File: config.mk
export PLATFORM = sky130hd
export DESIGN_NAME = alarm_delay_timer
export DESIGN_NICKNAME = d
export VERILOG_FILES = /design/src/rtl/alarm_delay_timer.sv
export SDC_FILE = /design/constraint.sdc
export NUM_CORES = 1
export LEC_CHECK = 0
export CAP_MARGIN = 20
export CORE_MARGIN = 10
export CORE_UTILIZATION = 40
export DETAILED_ROUTE_END_ITERATION = 10
export GPL_ROUTABILITY_DRIVEN = 1
export PLACE_DENSITY_LB_ADDON = 0.1
export SYNTH_ARGS = -nofsm -noshare
export SYNTH_HDL_FRONTEND = slang
export SYNTH_SLANG_ARGS = --single-unit
File: constraint.sdc
create_clock -name clk -period 2.9 [get_ports clk]
set_input_delay 0.58 -clock clk [delete_from_list [all_inputs] [get_ports clk]]
set_output_delay 0.58 -clock clk [all_outputs]
set_load 0.005 [all_outputs]
File: src/rtl/alarm_delay_timer.sv
// Delay timer that answers the security FSM's t_on request with t_done.
// The delay is a loadable tick count. A prescaler divides clk into ticks,
// and pause freezes the countdown. Completed delays are counted, saturating at 255.
module alarm_delay_timer #(
  parameter int DELAY_W  = 8,
  parameter int PRESCALE = 1,
  parameter int PS_W     = 8
) (
  input  logic               clk,
  input  logic               reset,
  input  logic               t_on,
  input  logic               pause,
  input  logic [DELAY_W-1:0] delay,
  output logic               t_done,
  output logic               busy,
  output logic [DELAY_W-1:0] remaining,
  output logic [7:0]         expire_cnt
);

  typedef enum logic [1:0] {
    IDLE = 2'b00,
    RUN  = 2'b01,
    DONE = 2'b10
  } state_t;

  localparam logic [PS_W-1:0] PS_LAST = PS_W'(PRESCALE - 1);

  state_t             state_q, state_d;
  logic [DELAY_W-1:0] rem_q, rem_d;
  logic [PS_W-1:0]    ps_q, ps_d;
  logic [7:0]         cnt_q, cnt_d;
  logic               done_q, busy_q;
  logic               tick;

  assign tick = (ps_q == PS_LAST) && !pause;

  // State, counters and registered status flags; reset clears everything at once.
  always_ff @(posedge clk or posedge reset) begin
    if (reset) begin
      state_q <= IDLE;
      rem_q   <= '0;
      ps_q    <= '0;
      cnt_q   <= '0;
      done_q  <= 1'b0;
      busy_q  <= 1'b0;
    end else begin
      state_q <= state_d;
      rem_q   <= rem_d;
      ps_q    <= ps_d;
      cnt_q   <= cnt_d;
      done_q  <= (state_d == DONE);
      busy_q  <= (state_d == RUN);
    end
  end

  // Next state and counter updates. A dropped t_on wins over pause and over the final tick.
  always_comb begin
    state_d = state_q;
    rem_d   = rem_q;
    ps_d    = ps_q;
    cnt_d   = cnt_q;
    case (state_q)
      IDLE: begin
        rem_d = '0;
        ps_d  = '0;
        if (t_on) begin
          state_d = RUN;
          rem_d   = (delay == '0) ? DELAY_W'(1) : delay;
        end
      end
      RUN: begin
        if (!t_on) begin
          state_d = IDLE;
          rem_d   = '0;
          ps_d    = '0;
        end else if (!pause) begin
          if (tick) begin
            ps_d = '0;
            if (rem_q > DELAY_W'(1)) begin
              rem_d = rem_q - DELAY_W'(1);
            end else begin
              rem_d   = '0;
              state_d = DONE;
              if (cnt_q != 8'hFF) cnt_d = cnt_q + 8'd1;
            end
          end else begin
            ps_d = ps_q + PS_W'(1);
          end
        end
      end
      DONE: begin
        rem_d = '0;
        ps_d  = '0;
        if (!t_on) state_d = IDLE;
      end
      default: begin
        state_d = IDLE;
        rem_d   = '0;
        ps_d    = '0;
      end
    endcase
  end

  assign t_done     = done_q;
  assign busy       = busy_q;
  assign remaining  = rem_q;
  assign expire_cnt = cnt_q;

endmodule

==> flow_summary.ini, run 1 <==
[status]
status = finished clean

[synthesis]
synthCells = 164
syn_area_um2 = 1590
synth_nets = 181
syn_area_per_cell_um2 = 9.67
yosys_warnings = 0
ys_seq_area_share_pct = 44.2
ys_ff_latch = 28
yosysUniqueCellTypes = 46

[sta]
rsz0062_at_grt = false
setup-tns-final_ps = 0
fmax_mhz = 423
fin_skew_ps = 4.52
hold_viol = 0
whs_ps = 506
period_share_pct = 81.6
slew-limit-headroom_pct = 66.7
setup_viol = 0
tightest_slew_ps = 500
period_minus_slack_ps = 2370
finalMaxSlewViolations = 0

[job]
max_cap_violations = 0

[grt]
gr-total-overflow = 0
grt_pass1_wl_mm = 6.44
grt_max_degree = 29
grt_pass1_vias = 1346
antenna_found_initial = 0
grt.total_usage_pct = 10.9

[power]
p_int_w = 0.000787
p_per_area_nw_per_um2 = 554
p_comb_share_pct = 28.5
seqPwrFrac_pct = 43.5
pwr-share-clk_pct = 28.0
peakVddDrop_mv = 0.310
swShare_pct = 29.1
p_leak_nw = 0.843
switching_power_w = 0.000324

[drt]
ant_nets = 0
routedWlPerCell_um = 15.3
dr.pass1.iters = 4
num_vias = 1352
drc_errors = 0
via_per_inst = 5.56
wl_mm = 3.73
drt_iter0_drc = 37

[worst_setup_path]
timing.rr.end = expire_cnt[1]
worstSetupStartpointType = input port
worstSetupPathType = input port to register
rrSetupSlack_ps = 680
cp-end-kind = register
crit_buf_inv = 1
critPathTopFamily = simple AND/OR/NAND/NOR gates
crit_chain = clkdlybuf4s50_1 > nor4b_2 > nand2_1 > and4b_1 > mux2_2
path_max_fanout = 8
crit_arrival_ps = 2540
path_depth = 5
slowest_stage = clkdlybuf4s50_1
slowest_delay_ps = 540
reg2reg_depth = 6
reg2reg_from = remaining[0]
required_ps = 3070

[min_path]
hold_path.class = register to register
whs_path_depth = 1
whs_endpoint = expire_cnt[5]
min_from = expire_cnt[5]

[cells_and_area]
final_common_cell = clkdlybuf4s50_1
multiInputGateArea_um2 = 842
regArea_um2 = 701
syn_to_final_growth_pct = 26.5
drive_gt1_share_pct = 6.67
layout_common_cells = clkdlybuf4s50_1, dfrtp_1, nand2_1, o21ai_0, nor2_1
layout.nets = 213
n_antenna_cell = 0
nFillCells = 369

[die]
die_x_um = 83.0
dieArea_um2 = 6880
fp.dieH_um = 83.0
start_util_pct = 42.3
core_um2 = 3740
rows = 22
ios = 30

[clocking]
cts_buffers = 3
cts_resized = 0
cts_tree = built
cts_setup_buffers = 0
htreeDepth = 1
clockRootBuffer = clkbuf_8
clk_path_buf_depth = 2
cts_hold_buf = 0
cts.sinks = 28
worstSkewPairLatency_ps = 280
clkTransAtPathRegs_ps = 100

[placed_design]
gp_congestion = 0.879
io_buffers = 29
dp_hpwl_mm = 2.88
per-stage QoR:
stage	total power, W	util [%]	instances	setup slack, ps	area, um^2
4_1_cts	0.00113	53.6	243	542	2010
3_5_place_dp	0.000813	51.7	239	239	1930
6_report	0.00111	53.6	243	534	2010
5_1_grt	0.00118	53.6	243	405	2010
2_1_floorplan	0.000668	-	164	1030	1590
3_3_place_gp	0.000805	51.7	239	305	1930
cell type report:
| class | count | share of cell area, % |
|---|---|---|
| clock buffers | 3 | 2.06 |
| clock inverters | 1 | 1.50 |
| inverters | 5 | 0.936 |
| multi-input cells | 126 | 42.0 |
| flip-flops and latches | 28 | 34.9 |
| well taps | 48 | 2.99 |
| repair buffers | 32 | 15.6 |
synth_stat cells, drive strengths merged:
library cell,instances,area share [%]
and4b,1,0.63
a21bo,1,0.63
nand3,7,2.2
mux2i,3,1.9
a22o,1,0.55
o22ai,2,0.79
mux2,1,0.71
o41ai,1,0.55
a2bb2oi,1,0.55
or3,6,2.7
xnor2,6,3.3
and3b,3,1.7
o211ai,1,0.47
nand4,5,2.0
nand2b,1,0.39
a21o,1,0.47
and2b,1,0.55
o21a,2,0.95
a21boi,2,0.95
nor3,9,2.8
ha,5,3.9
nor4,2,1.7
nor2b,2,0.79
dfrtp,28,44
inv,5,1.2
clkbuf,3,0.71
a311oi,1,0.55
nor2,10,2.4
a31oi,1,0.39
buf,2,0.79
nand4bb,1,0.71
and2,3,1.2
a21oi,5,1.6
nor4b,4,2.6
o31ai,1,0.47
nand3b,1,0.47
nand2,16,3.8
o21ai,11,3.5
and4,1,0.55
xor2,5,2.8
o21bai,1,0.47
or4,1,0.47
registers in the layout, indices dropped and copies added (netlist names):
| name | flops |
|---|---|
| expire_cnt | 8 |
| ps_q | 8 |
| remaining | 8 |
| state_q | 2 |
| busy | 1 |
| t_done | 1 |
power groups by stage:
stage	Combinational (W)	Sequential, W	Clock (W)
after floorplan	0.000189	0.000479	0
after CTS	0.000323	0.000484	0.000320
after global routing	0.000355	0.000493	0.000337
after global placement	0.000316	0.000489	0
final	0.000316	0.000483	0.000312
after detailed placement	0.000321	0.000491	0
logic make-up (layout without fill, tap and decap cells):
| group | Yosys count | after routing | synth area share, % |
|---|---|---|---|
| buffers and inverters | 10 | 41 | 2.68 |
| and+or+nand+nor | 74 | 74 | 27.6 |
| muxes | 4 | 4 | 2.60 |
| adders and majority gates | 5 | 5 | 3.95 |
| DFF | 28 | 28 | 44.2 |
| AOI/OAI and AO/OA | 32 | 32 | 12.9 |
| xor gates and xnor gates | 11 | 11 | 6.08 |
how the worst max path moves through the flow:
| stage | start | endpoint | slack [ps] |
|---|---|---|---|
| floorplan | pause | expire_cnt[1] | 1030 |
| global placement | pause | expire_cnt[1] | 310 |
| detailed placement | pause | expire_cnt[1] | 240 |
| CTS | pause | expire_cnt[1] | 540 |
| global route | pause | expire_cnt[1] | 400 |
| finish | pause | expire_cnt[1] | 530 |
per-layer routing:
| layer | routed length [um] | vias up | track usage [%] |
|---|---|---|---|
| met2 | 1750 | 29 | 17.0 |
| li1 | - | 664 | - |
| met5 | 0 | - | 0 |
| met1 | 1750 | 655 | 14.2 |
| met4 | 32 | 0 | 3.38 |
| met3 | 195 | 4 | 3.03 |
(Power assumes the default switching activity.)
==> inputs of run 2 (changes only) <==
- clock period: 2.9 -> 2.2 ns (I/O delays scaled with it)
==> run 2 against run 1 <==
Against the previous run: wire length decreased by 1.3%; die area unchanged; clock skew about the same; clock power increased by 33%; sequential cell count unchanged; sequential power increased by 30%.
==> flow_summary.ini, run 2 (synthesis gave the netlist of run 1 again) <==
[worst_setup_path]
worstSetupPathType = register to register
crit_arrival_ps = 2110
required_ps = 2400
worstSetupStartpointType = register
cp-end-kind = register
path_max_fanout = 8

[sta]
hold_viol = 0
finalMaxSlewViolations = 0
setup-tns-final_ps = 0
period_share_pct = 86.5
period_minus_slack_ps = 1900
fmax_mhz = 525
fin_skew_ps = 4.41
slew-limit-headroom_pct = 73.4
rsz0062_at_grt = false
setup_viol = 0
tightest_slew_ps = 396

[die]
fp.dieH_um = 83.0
die_x_um = 83.0
rows = 22
ios = 30
dieArea_um2 = 6880
start_util_pct = 42.3
core_um2 = 3740

[grt]
grt_pass1_wl_mm = 6.41
grt_max_degree = 29
grt_pass1_vias = 1306
grt.total_usage_pct = 10.6
antenna_found_initial = 0
gr-total-overflow = 0

[power]
p_per_area_nw_per_um2 = 718
peakVddDrop_mv = 0.317
p_leak_nw = 0.888

[cells_and_area]
n_antenna_cell = 0
layout.nets = 222
drive_gt1_share_pct = 10.8
final_core_util_pct = 55.4
final_common_cell = clkdlybuf4s50_1
nFillCells = 349
layout_common_cells = clkdlybuf4s50_1, dfrtp_1, nand2_1, buf_4, o21ai_0
syn_to_final_growth_pct = 30.8
final_cell_area_um2 = 2070

[drt]
ant_nets = 0
num_vias = 1367
dr.pass1.iters = 4
routedWlPerCell_um = 14.6
drt_iter0_drc = 68
wl_mm = 3.68
drc_errors = 0
via_per_inst = 5.42

[clocking]
clockRootBuffer = clkbuf_8
worstSkewPairLatency_ps = 280
clkTransAtPathRegs_ps = 100
clk_path_buf_depth = 2
cts_tree = built
cts_buffers = 3
cts.sinks = 28
cts_hold_buf = 0
htreeDepth = 1
cts_resized = 0
cts_setup_buffers = 0

[placed_design]
dpl_cell_area_um2 = 2000
gp_congestion = 0.884
io_buffers = 29
dp_hpwl_mm = 2.91

[min_path]
hold_path.class = register to register

[status]
status = finished clean

[job]
max_cap_violations = 0
run 2: area by class of cell:
class	instances	area (um^2)	share of cell area (%)
Sequential cell	28	701	33.8
Tap cell	48	60.1	2.90
Inverter	5	18.8	0.905
Clock inverter	1	30.0	1.45
Timing Repair Buffer	41	380	18.3
Clock buffer	3	41.3	1.99
Multi-Input combinational cell	126	842	40.6
run 2: final timing paths:
kind                               start            end  slack, ps  depth (start not counted)
setup / recovery            remaining[0]   remaining[2]        300                          8
hold / removal             expire_cnt[5]  expire_cnt[5]        490                          1
setup reg to reg            remaining[0]   remaining[2]        300                          8
hold reg to reg            expire_cnt[5]  expire_cnt[5]        490                          1
max in group asynchronous          reset        ps_q[2]       1420                          3
min in group asynchronous          reset   remaining[5]        520                          3
run 2: worst max-delay path: stages, from the launching register on:
cell and delay [ps]:
dfrtp_1 460, inv_1 70, ha_1 270, nor2_1 150
and3b_1 200, buf_4 160, nor4b_1 280, a21oi_1 70
o21ai_0 170
run 2: power breakdown:
group          internal (W)  leakage [nW]  switching, W  total (W)
Combinational      0.000247         0.475      0.000201   0.000448
Sequential         0.000565         0.377     0.0000621   0.000627
Clock              0.000244        0.0357      0.000171   0.000414
run 2: per-stage QoR:
| stage | hold WS, ps | std cells | setup WS (ps) | power (W) |
|---|---|---|---|---|
| after floorplan | 468 | 164 | 329 | 0.000880 |
| after global placement | 477 | 248 | 137 | 0.00109 |
| after detailed placement | 483 | 248 | 94.6 | 0.00109 |
| after CTS | 497 | 252 | 273 | 0.00151 |
| after global routing | 509 | 252 | 112 | 0.00159 |
| final | 490 | 252 | 297 | 0.00149 |
run 2: layer usage:
layer / vias up / track usage, % / wire length (um)
met1: 662 / 14.6 / 1720
li1: 676 / - / -
met3: 0 / 2.25 / 185
met4: 0 / 1.85 / 0
met5: - / 0 / 0
met2: 29 / 16.8 / 1770
